File: src/rtl/vsmac_seq_ctrl_if.sv
// ============================================================================
// vsmac_seq_ctrl_if : start / operand-read / MAC / result bundle for vsmac_seq_ctrl
// Rev 1.0
// ============================================================================
`default_nettype none

interface vsmac_seq_ctrl_if #(
   parameter int SIZE       = 6,
   parameter int WIDTH      = 8,
   parameter int ADDR_WIDTH = 8
);
   logic                     start;
   logic [ADDR_WIDTH-1:0]    base_addr;
   logic                     busy;
   logic                     done;
   logic                     rd_en;
   logic [ADDR_WIDTH-1:0]    rd_addr;
   logic                     rd_valid;
   logic [WIDTH*SIZE-1:0]    rd_a;
   logic [WIDTH-1:0]         rd_b;
   logic                     mac_clear;
   logic                     mac_enable;
   logic [WIDTH*SIZE-1:0]    mac_a;
   logic [WIDTH-1:0]         mac_b;
   logic [WIDTH*SIZE-1:0]    mac_out;
   logic                     res_valid;
   logic                     res_ready;
   logic [WIDTH*SIZE-1:0]    res_data;

   modport master (
      input  start, base_addr, rd_valid, rd_a, rd_b, mac_out, res_ready,
      output busy, done, rd_en, rd_addr, mac_clear, mac_enable, mac_a, mac_b,
             res_valid, res_data
   );

   modport slave (
      output start, base_addr, rd_valid, rd_a, rd_b, mac_out, res_ready,
      input  busy, done, rd_en, rd_addr, mac_clear, mac_enable, mac_a, mac_b,
             res_valid, res_data
   );
endinterface

`default_nettype wire

File: src/rtl/vsmac_seq_ctrl.sv
// ============================================================================
// vsmac_seq_ctrl : job sequencer for one vsmac array; optional VSMAC_CTRL_STALL_CNT_EN
// Rev 1.0
// ============================================================================
`default_nettype none

module vsmac_seq_ctrl #(
   parameter int SIZE          = 6,
   parameter int WIDTH         = 8,
   parameter int ACCUMULATIONS = 3,
   parameter int ADDR_WIDTH    = 8,
   parameter int SETTLE_CYCLES = 2
) (
   input  wire              clk,
   input  wire              reset,
`ifdef VSMAC_CTRL_STALL_CNT_EN
   output logic [15:0]      stall_cycles,
`endif
   vsmac_seq_ctrl_if.master bus
);
   localparam int KW = $clog2(ACCUMULATIONS + 1);
   localparam int SW = $clog2(SETTLE_CYCLES + 1);

   typedef enum logic [2:0] {
      IDLE   = 3'd0,
      CLEAR  = 3'd1,
      FETCH  = 3'd2,
      ISSUE  = 3'd3,
      SETTLE = 3'd4,
      RESULT = 3'd5
   } state_t;

   state_t                  state;
   state_t                  state_nxt;
   logic [KW-1:0]           k;
   logic [SW-1:0]           settle_cnt;
   logic [ADDR_WIDTH-1:0]   base;
   logic [WIDTH*SIZE-1:0]   a_q;
   logic [WIDTH-1:0]        b_q;
   logic [WIDTH*SIZE-1:0]   res_q;
   logic                    done_q;
   logic                    accept;
   logic                    last_beat;
   logic                    last_settle;

   assign accept      = (state == IDLE) && bus.start;
   assign last_beat   = (k == KW'(ACCUMULATIONS - 1));
   assign last_settle = (settle_cnt == SW'(SETTLE_CYCLES - 1));

   always_comb begin
      state_nxt = state;
      case (state)
         IDLE:    if (bus.start)     state_nxt = CLEAR;
         CLEAR:                      state_nxt = FETCH;
         FETCH:   if (bus.rd_valid)  state_nxt = ISSUE;
         ISSUE:                      state_nxt = last_beat ? SETTLE : FETCH;
         SETTLE:  if (last_settle)   state_nxt = RESULT;
         RESULT:  if (bus.res_ready) state_nxt = IDLE;
         default:                    state_nxt = IDLE;
      endcase
   end

   always_ff @(posedge clk) begin
      if (reset) begin
         state      <= IDLE;
         k          <= '0;
         settle_cnt <= '0;
         base       <= '0;
         a_q        <= '0;
         b_q        <= '0;
         res_q      <= '0;
         done_q     <= 1'b0;
      end else begin
         state  <= state_nxt;
         done_q <= (state == RESULT) && bus.res_ready;
         case (state)
            IDLE: begin
               if (bus.start) begin
                  base <= bus.base_addr;
                  k    <= '0;
               end
            end
            FETCH: begin
               if (bus.rd_valid) begin
                  a_q <= bus.rd_a;
                  b_q <= bus.rd_b;
               end
            end
            ISSUE: begin
               k          <= k + 1'b1;
               settle_cnt <= '0;
            end
            SETTLE: begin
               settle_cnt <= settle_cnt + 1'b1;
               // the array's output register moved on the falling edge, so mac_out is final here
               if (last_settle) res_q <= bus.mac_out;
            end
            default: ;
         endcase
      end
   end

`ifdef VSMAC_CTRL_STALL_CNT_EN
   always_ff @(posedge clk) begin
      if (reset) begin
         stall_cycles <= '0;
      end else if (accept) begin
         stall_cycles <= '0;
      end else if ((state == FETCH) && !bus.rd_valid && (stall_cycles != 16'hFFFF)) begin
         stall_cycles <= stall_cycles + 16'd1;
      end
   end
`endif

   assign bus.busy       = (state != IDLE);
   assign bus.done       = done_q;
   assign bus.rd_en      = (state == FETCH);
   assign bus.rd_addr    = base + ADDR_WIDTH'(k);
   assign bus.mac_clear  = reset || (state == CLEAR);
   assign bus.mac_enable = (state == ISSUE);
   assign bus.mac_a      = a_q;
   assign bus.mac_b      = b_q;
   assign bus.res_valid  = (state == RESULT);
   assign bus.res_data   = res_q;

endmodule

`default_nettype wire

File: src/flat_wrapper.sv
// flat-port wrapper written by rule: the top's interface ports become plain ports
module vsmac_seq_ctrl_flat 
#(
   parameter int SIZE          = 6,
   parameter int WIDTH         = 8,
   parameter int ACCUMULATIONS = 3,
   parameter int ADDR_WIDTH    = 8,
   parameter int SETTLE_CYCLES = 2
)
  (clk, reset, bus_start, bus_base_addr, bus_rd_valid, bus_rd_a, bus_rd_b, bus_mac_out, bus_res_ready, bus_busy, bus_done, bus_rd_en, bus_rd_addr, bus_mac_clear, bus_mac_enable, bus_mac_a, bus_mac_b, bus_res_valid, bus_res_data);
  vsmac_seq_ctrl_if #(.SIZE(SIZE), .WIDTH(WIDTH), .ADDR_WIDTH(ADDR_WIDTH)) bus_i ();
  input  wire clk;
  input  wire reset;
  input wire logic [$bits(bus_i.start)-1:0] bus_start;
  input wire logic [$bits(bus_i.base_addr)-1:0] bus_base_addr;
  input wire logic [$bits(bus_i.rd_valid)-1:0] bus_rd_valid;
  input wire logic [$bits(bus_i.rd_a)-1:0] bus_rd_a;
  input wire logic [$bits(bus_i.rd_b)-1:0] bus_rd_b;
  input wire logic [$bits(bus_i.mac_out)-1:0] bus_mac_out;
  input wire logic [$bits(bus_i.res_ready)-1:0] bus_res_ready;
  output wire logic [$bits(bus_i.busy)-1:0] bus_busy;
  output wire logic [$bits(bus_i.done)-1:0] bus_done;
  output wire logic [$bits(bus_i.rd_en)-1:0] bus_rd_en;
  output wire logic [$bits(bus_i.rd_addr)-1:0] bus_rd_addr;
  output wire logic [$bits(bus_i.mac_clear)-1:0] bus_mac_clear;
  output wire logic [$bits(bus_i.mac_enable)-1:0] bus_mac_enable;
  output wire logic [$bits(bus_i.mac_a)-1:0] bus_mac_a;
  output wire logic [$bits(bus_i.mac_b)-1:0] bus_mac_b;
  output wire logic [$bits(bus_i.res_valid)-1:0] bus_res_valid;
  output wire logic [$bits(bus_i.res_data)-1:0] bus_res_data;
  assign bus_i.start = bus_start;
  assign bus_i.base_addr = bus_base_addr;
  assign bus_i.rd_valid = bus_rd_valid;
  assign bus_i.rd_a = bus_rd_a;
  assign bus_i.rd_b = bus_rd_b;
  assign bus_i.mac_out = bus_mac_out;
  assign bus_i.res_ready = bus_res_ready;
  assign bus_busy = bus_i.busy;
  assign bus_done = bus_i.done;
  assign bus_rd_en = bus_i.rd_en;
  assign bus_rd_addr = bus_i.rd_addr;
  assign bus_mac_clear = bus_i.mac_clear;
  assign bus_mac_enable = bus_i.mac_enable;
  assign bus_mac_a = bus_i.mac_a;
  assign bus_mac_b = bus_i.mac_b;
  assign bus_res_valid = bus_i.res_valid;
  assign bus_res_data = bus_i.res_data;
  vsmac_seq_ctrl #(.SIZE(SIZE), .WIDTH(WIDTH), .ACCUMULATIONS(ACCUMULATIONS), .ADDR_WIDTH(ADDR_WIDTH), .SETTLE_CYCLES(SETTLE_CYCLES)) u_core (.clk(clk), .reset(reset), .bus(bus_i));
endmodule
File: config.mk
export PLATFORM = sky130hd
export DESIGN_NAME = vsmac_seq_ctrl_flat
export DESIGN_NICKNAME = d
export VERILOG_FILES = /design/src/rtl/vsmac_seq_ctrl_if.sv /design/src/rtl/vsmac_seq_ctrl.sv /design/src/flat_wrapper.sv
export SDC_FILE = /design/constraint.sdc
export NUM_CORES = 1
export LEC_CHECK = 0
export CAP_MARGIN = 20
export CORE_MARGIN = 4
export CORE_UTILIZATION = 35
export DETAILED_ROUTE_END_ITERATION = 10
export MAX_ROUTING_LAYER = met4
export PLACE_DENSITY = 0.81
export REMOVE_ABC_BUFFERS = 1
export SLEW_MARGIN = 15
export SYNTH_ARGS = -nofsm -noshare
export SYNTH_HDL_FRONTEND = slang
export SYNTH_SLANG_ARGS = --single-unit
File: constraint.sdc
create_clock -name clk -period 2.7 [get_ports clk]
set_input_delay 0.54 -clock clk [delete_from_list [all_inputs] [get_ports clk]]
set_output_delay 0.54 -clock clk [all_outputs]
set_load 0.005 [all_outputs]
==> results of run 1 <==
==> worst max-delay path: cells and delay by family (launching register included) <==
| family | cells | cell delay, ns |
|---|---|---|
| xor+xnor | 1 | 0.13 |
| fa+ha+maj | 2 | 0.61 |
| buf+inv | 2 | 0.58 |
| flops | 1 | 0.34 |
==> cell usage in the layout, fill, tap and decap left out, drive strengths merged, types with 3 or more instances in the layout <==
| master | n |
|---|---|
| dfxtp | 120 |
| buf | 11 |
| nand3b | 3 |
| and3 | 3 |
| clkbuf | 22 |
| nand2 | 232 |
| clkinv | 7 |
| dlymetal6s2s | 3 |
| ha | 4 |
| xor2 | 3 |
| clkdlybuf4s50 | 230 |
| a21oi | 116 |
| nor2 | 10 |
| xnor2 | 3 |
| inv | 9 |
==> cell usage after synthesis, types with 2 or more instances <==
| cell type | instances |
|---|---|
| buf_4 | 7 |
| buf_6 | 2 |
| and3_1 | 3 |
| and2_1 | 2 |
| or3_1 | 2 |
| a21o_1 | 2 |
| ha_1 | 4 |
| nand2_1 | 232 |
| xnor2_1 | 3 |
| nand3b_1 | 3 |
| nand4_1 | 2 |
| xor2_1 | 3 |
| nor2_1 | 10 |
| dfxtp_1 | 120 |
| inv_1 | 9 |
| a21oi_1 | 116 |
| clkbuf_1 | 17 |
| buf_2 | 13 |
| o21ai_0 | 2 |
| a211oi_1 | 2 |
| nand3_1 | 2 |
==> power by group <==
group | internal, W | switching, W | total, W | leakage [nW]
logic | 0.000338 | 0.000226 | 0.000564 | 1.45
clock network | 0.00137 | 0.000762 | 0.00213 | 0.277
registers | 0.00184 | 0.0000526 | 0.00189 | 0.970
==> cell families after synthesis <==
group           Yosys count
compound gates          126
xor+xnor                  6
fa+ha+maj                 5
buf+inv                  48
flops                   120
mux                       1
simple gates            262
==> per-stage QoR <==
step                      setup WS, ns   util
after floorplan                  0.600      -
after global placement           0.350  0.552
after detailed placement         0.314  0.552
after CTS                      0.00120  0.597
after global routing            0.0286  0.599
final                            0.109  0.599
==> timing repair <==
action,in CTS,in global routing
resized for setup,3,5
setup buffers,0,0
endpoints found under the setup margin,2,3
pin swaps,1,2
==> final timing paths <==
check / from / end / depth (start not counted)
setup / recovery: u_core.k[0] / bus_rd_addr[2] / 5
hold / removal: u_core.bus.mac_a[2] / u_core.bus.mac_a[2] / 2
setup reg to reg: u_core.state[2] / u_core.bus.res_data[34] / 5
hold reg to reg: u_core.bus.mac_a[2] / u_core.bus.mac_a[2] / 2
==> area by class of cell <==
cell class | count | area share
multi-input cells | 400 | 0.248
inverters | 9 | 0.00449
flip-flops and latches | 120 | 0.319
well taps | 172 | 0.0286
repair buffers | 244 | 0.325
clock inverters | 10 | 0.0136
clock buffers | 22 | 0.0604
==> metal layers <==
layer	share of wire	global-route usage
met5	0	-
met4	0.016	0.0658
met3	0.093	0.0774
met2	0.47	0.287
met1	0.42	0.216
==> sequential cells by signal (all words and copies together) (netlist names) <==
register             count
u_core.bus.mac_a        48
u_core.bus.res_data     48
u_core.base              8
u_core.bus.mac_b         8
u_core.state             3
u_core.k                 2
u_core.settle_cnt        2
u_core.bus.done          1
==> flow_summary.yaml, run 1 <==
status:
  status: "completed"
yosys:
  ys.flop_type: "dfxtp_1"
  synth_compound_area_frac: 0.146
  ys_ff_latch: 120
  yosys_warnings: 0
  async_reset_ff_frac: 0
  synth_top_area_share: 0.536
  synth_top_family_by_area: "simple AND/OR/NAND/NOR gates"
  syn-cell-area_um2: 4480
  synth-edff-count: 0
  synthMuxAreaShare: 0.00223
  yosysTopAreaCell: "dfxtp_1"
  synth_cell_type_count: 33
  synthTopCellsByArea: "dfxtp_1 (54%), nand2_1 (19%), a21oi_1 (13%)"
  syn_inst: 568
  seq_area_frac_synth: 0.536
  avgSynthCellArea_um2: 7.89
  yosys.area_share.xor_xnor: 0.0117
  synth-simple-area-share: 0.236
  synth_adder_area_share: 0.0156
die:
  dieArea_um2: 14700
  io_pins: 235
  die_x_um: 121
  die_h_um: 121
  initial_utilization: 0.357
  rows: 41
  core_area_um2: 12600
clocking:
  cts_tree: "yes"
  cts_root_buf: "clkbuf_16"
  cts.sink_count: 120
  clk_pin_slew_ns: 0.05
  cts-hold-fix-buffers: 0
  htreeDepth: 4
  cts_made_buffers: 17
  worstSkewPairLatency_ns: 0.40
  cts_buffer_depth: 2
cells_and_area:
  stdcell_count: 977
  multi_input_area_um2: 1870
  nets: 914
  insertedDiodeCount: 0
  area_growth_pct: 67.8
  fillers: 1093
  ff_latch_area_um2: 2400
  drive_gt1_frac: 0.0609
  stdcell_area_um2: 7520
sta:
  finClkSkew_ns: 0.00598
  fin_hold_ws_ns: 0.451
  maxSlewHeadroom: 0.441
  tightestPinTransition_ns: 0.838
  drv_slew: 0
  min_period_ns: 2.59
  setup_violations: 0
  hold_viol: 0
  rsz0062_at_grt: "no"
  period_share: 0.960
  max_freq_ghz: 0.386
  finalSetupTns_ns: 0
global_route:
  grt_max_degree: 80
  overflow: 0
  antenna_found_initial: 0
  grt_use_total: 0.185
  grt_pass1_vias: 4335
  grt_pass1_wl_um: 20900
route:
  wl_um: 13200
  final_antenna_net_count: 0
  wl_per_cell_um: 13.5
  first_iter_violations: 266
  via_count: 4521
  via_per_inst: 4.63
  drcViolationCount: 0
  first_pass_iters: 6
job:
  cap_violations: 0
critical_path:
  max_stage_delay_ns: 0.52
  cp_slowest_cell: "clkdlybuf4s50_1"
  cp.required_ns: 2.16
  rrSetupSlack_ns: 0.86
  end_kind: "output port"
  arrival_ns: 2.05
  path_cells: "ha_2 -> inv_1 -> fa_2 -> xnor2_2 -> clkdlybuf4s50_1"
  path_class: "reg2out"
  crit_path_start_kind: "flop"
  crit_fanout: 3
placed_design:
  gp_congestion: 0.842
  placed_cells: 945
  port_buffers: 234
  place_area_um2: 6940
  dpl.hpwl_um: 9380
power_and_ir_drop:
  vdd_drop_max_mv: 0.332
  cellPowerDensity_nw_per_um2: 609
  p_total_w: 0.00458
  p_leak_nw: 2.69
worst_hold_path:
  hold_path.class: "reg2reg"
(Power assumes the default switching activity.)
==> inputs of run 2 (changes only) <==
--- a/config.mk
+++ b/config.mk
@@ -12,7 +12,6 @@
 export MAX_ROUTING_LAYER = met4
 export PLACE_DENSITY = 0.81
 export REMOVE_ABC_BUFFERS = 1
-export SLEW_MARGIN = 15
 export SYNTH_ARGS = -nofsm -noshare
 export SYNTH_HDL_FRONTEND = slang
 export SYNTH_SLANG_ARGS = --single-unit
==> results of run 2 <==
The final DEF is identical to that of run 1; final timing and power are the same.
==> inputs of run 3 (changes only) <==
--- a/config.mk
+++ b/config.mk
@@ -12,6 +12,7 @@
 export MAX_ROUTING_LAYER = met4
 export PLACE_DENSITY = 0.81
 export REMOVE_ABC_BUFFERS = 1
+export SKIP_CTS_REPAIR_TIMING = 1
 export SYNTH_ARGS = -nofsm -noshare
 export SYNTH_HDL_FRONTEND = slang
 export SYNTH_SLANG_ARGS = --single-unit
==> run 3 against run 2 <==
Clock skew did not move. Register-to-register slack barely moved. Hold slack did not move. Setup slack improved by 0.0089 ns. Global-route usage did not move. Clock power barely moved. Die area did not move. Sequential share of layout area barely moved. Wire length barely moved. Utilization barely moved. Largest power group unchanged. Highest routed layer unchanged.
==> flow_summary.yaml, run 3 (same netlist as run 1, synthesis figures left out) <==
sta:
  setup_violations: 0
  finalSetupTns_ns: 0
  min_period_ns: 2.58
  period_share: 0.956
  hold_viol: 0
  fin_hold_ws_ns: 0.451
  tightestPinTransition_ns: 0.838
  drv_slew: 0
  max_freq_ghz: 0.387
  maxSlewHeadroom: 0.441
  finClkSkew_ns: 0.00598
  rsz0062_at_grt: "no"
worst_hold_path:
  hold_path.class: "reg2reg"
  hold_start: "u_core.bus.mac_a[2]"
global_route:
  grt_use_total: 0.185
  antenna_found_initial: 0
  grt_pass1_wl_um: 20900
  grt_pass1_vias: 4338
  overflow: 0
  grt_max_degree: 80
critical_path:
  r2r-start: "u_core.state[2]"
  max_stage_delay_ns: 0.52
  worst-path-buf-inv: 2
  path_class: "reg2out"
  cp-startpoint: "u_core.k[0]"
  crit_path_start_kind: "flop"
  crit_fanout: 3
  cp.required_ns: 2.16
  path_delay_family: "adder cells"
  end_kind: "output port"
  arrival_ns: 2.04
  cp_slowest_cell: "clkdlybuf4s50_1"
  path_cells: "ha_2 -> inv_1 -> fa_2 -> xnor2_2 -> clkdlybuf4s50_1"
power_and_ir_drop:
  vdd_drop_max_mv: 0.332
  p_leak_nw: 2.69
  cellPowerDensity_nw_per_um2: 609
cells_and_area:
  layout_common_cells: "nand2_1 (232), clkdlybuf4s50_1 (230), dfxtp_1 (120)"
  multi_input_area_um2: 1870
  nets: 914
  stdcell_area_um2: 7520
  drive_gt1_frac: 0.0596
  layout_commonest_cell: "nand2_1"
  stdcell_count: 977
  fillers: 1093
  finish.utilization: 0.598
  insertedDiodeCount: 0
  area_growth_pct: 67.7
  ff_latch_area_um2: 2400
die:
  core_area_um2: 12600
  die_h_um: 121
  die_x_um: 121
  initial_utilization: 0.357
  dieArea_um2: 14700
  io_pins: 235
  rows: 41
route:
  first_pass_iters: 6
  wl_um: 13200
  final_antenna_net_count: 0
  drcViolationCount: 0
  wl_per_cell_um: 13.5
  first_iter_violations: 266
  via_per_inst: 4.63
  via_count: 4521
clocking:
  htreeDepth: 4
  clk_pin_slew_ns: 0.05
  cts_made_buffers: 17
  cts_tree: "yes"
  cts_root_buf: "clkbuf_16"
  cts_buffer_depth: 2
  cts.sink_count: 120
  worstSkewPairLatency_ns: 0.40
placed_design:
  place_area_um2: 6940
  port_buffers: 234
  gp_congestion: 0.842
  placed_cells: 945
  dpl.hpwl_um: 9380
job:
  cap_violations: 0
status:
  status: "completed"
## run 3: stage by stage
step | power [W] | setup slack (ns)
6_report | 0.00458 | 0.118
3_5_place_dp | 0.00249 | 0.314
3_3_place_gp | 0.00249 | 0.350
2_1_floorplan | 0.00209 | 0.600
5_1_grt | 0.00479 | 0.0358
4_1_cts | 0.00464 | -0.135
## run 3: power by group
part	switching, W	internal (W)
Combinational	0.000226	0.000338
Clock	0.000762	0.00137
Sequential	0.0000526	0.00184
Total	0.00104	0.00354
## run 3: worst paths after layout
kind / slack (ns) / cells after the start / endpoint
max: 0.12 / 5 / bus_rd_addr[2]
min: 0.45 / 2 / u_core.bus.mac_a[2]
max reg2reg: 0.86 / 5 / u_core.bus.res_data[34]
min reg2reg: 0.45 / 2 / u_core.bus.mac_a[2]
## run 3: final cells by class
class | count | share of cell area
inverter | 9 | 0.00449
sequential | 120 | 0.319
clock inverter | 10 | 0.0136
timing repair buffer | 244 | 0.325
multi-input combinational | 400 | 0.248
clock buffer | 22 | 0.0604
tap | 172 | 0.0286
## run 3: metal layers
layer	routed length (um)	track usage	up-vias
li1	-	-	2289
met1	5600	0.216	2039
met2	6200	0.287	178
met3	1230	0.0774	15
met4	209	0.0658	0
met5	0	-	-
## run 3: worst min-delay path: cells and delay by family (launching register included)
kind	cells	cell delay (ns)
DFF	1	0.30
AOI/OAI and AO/OA	1	0.05
and+or+nand+nor	1	0.05
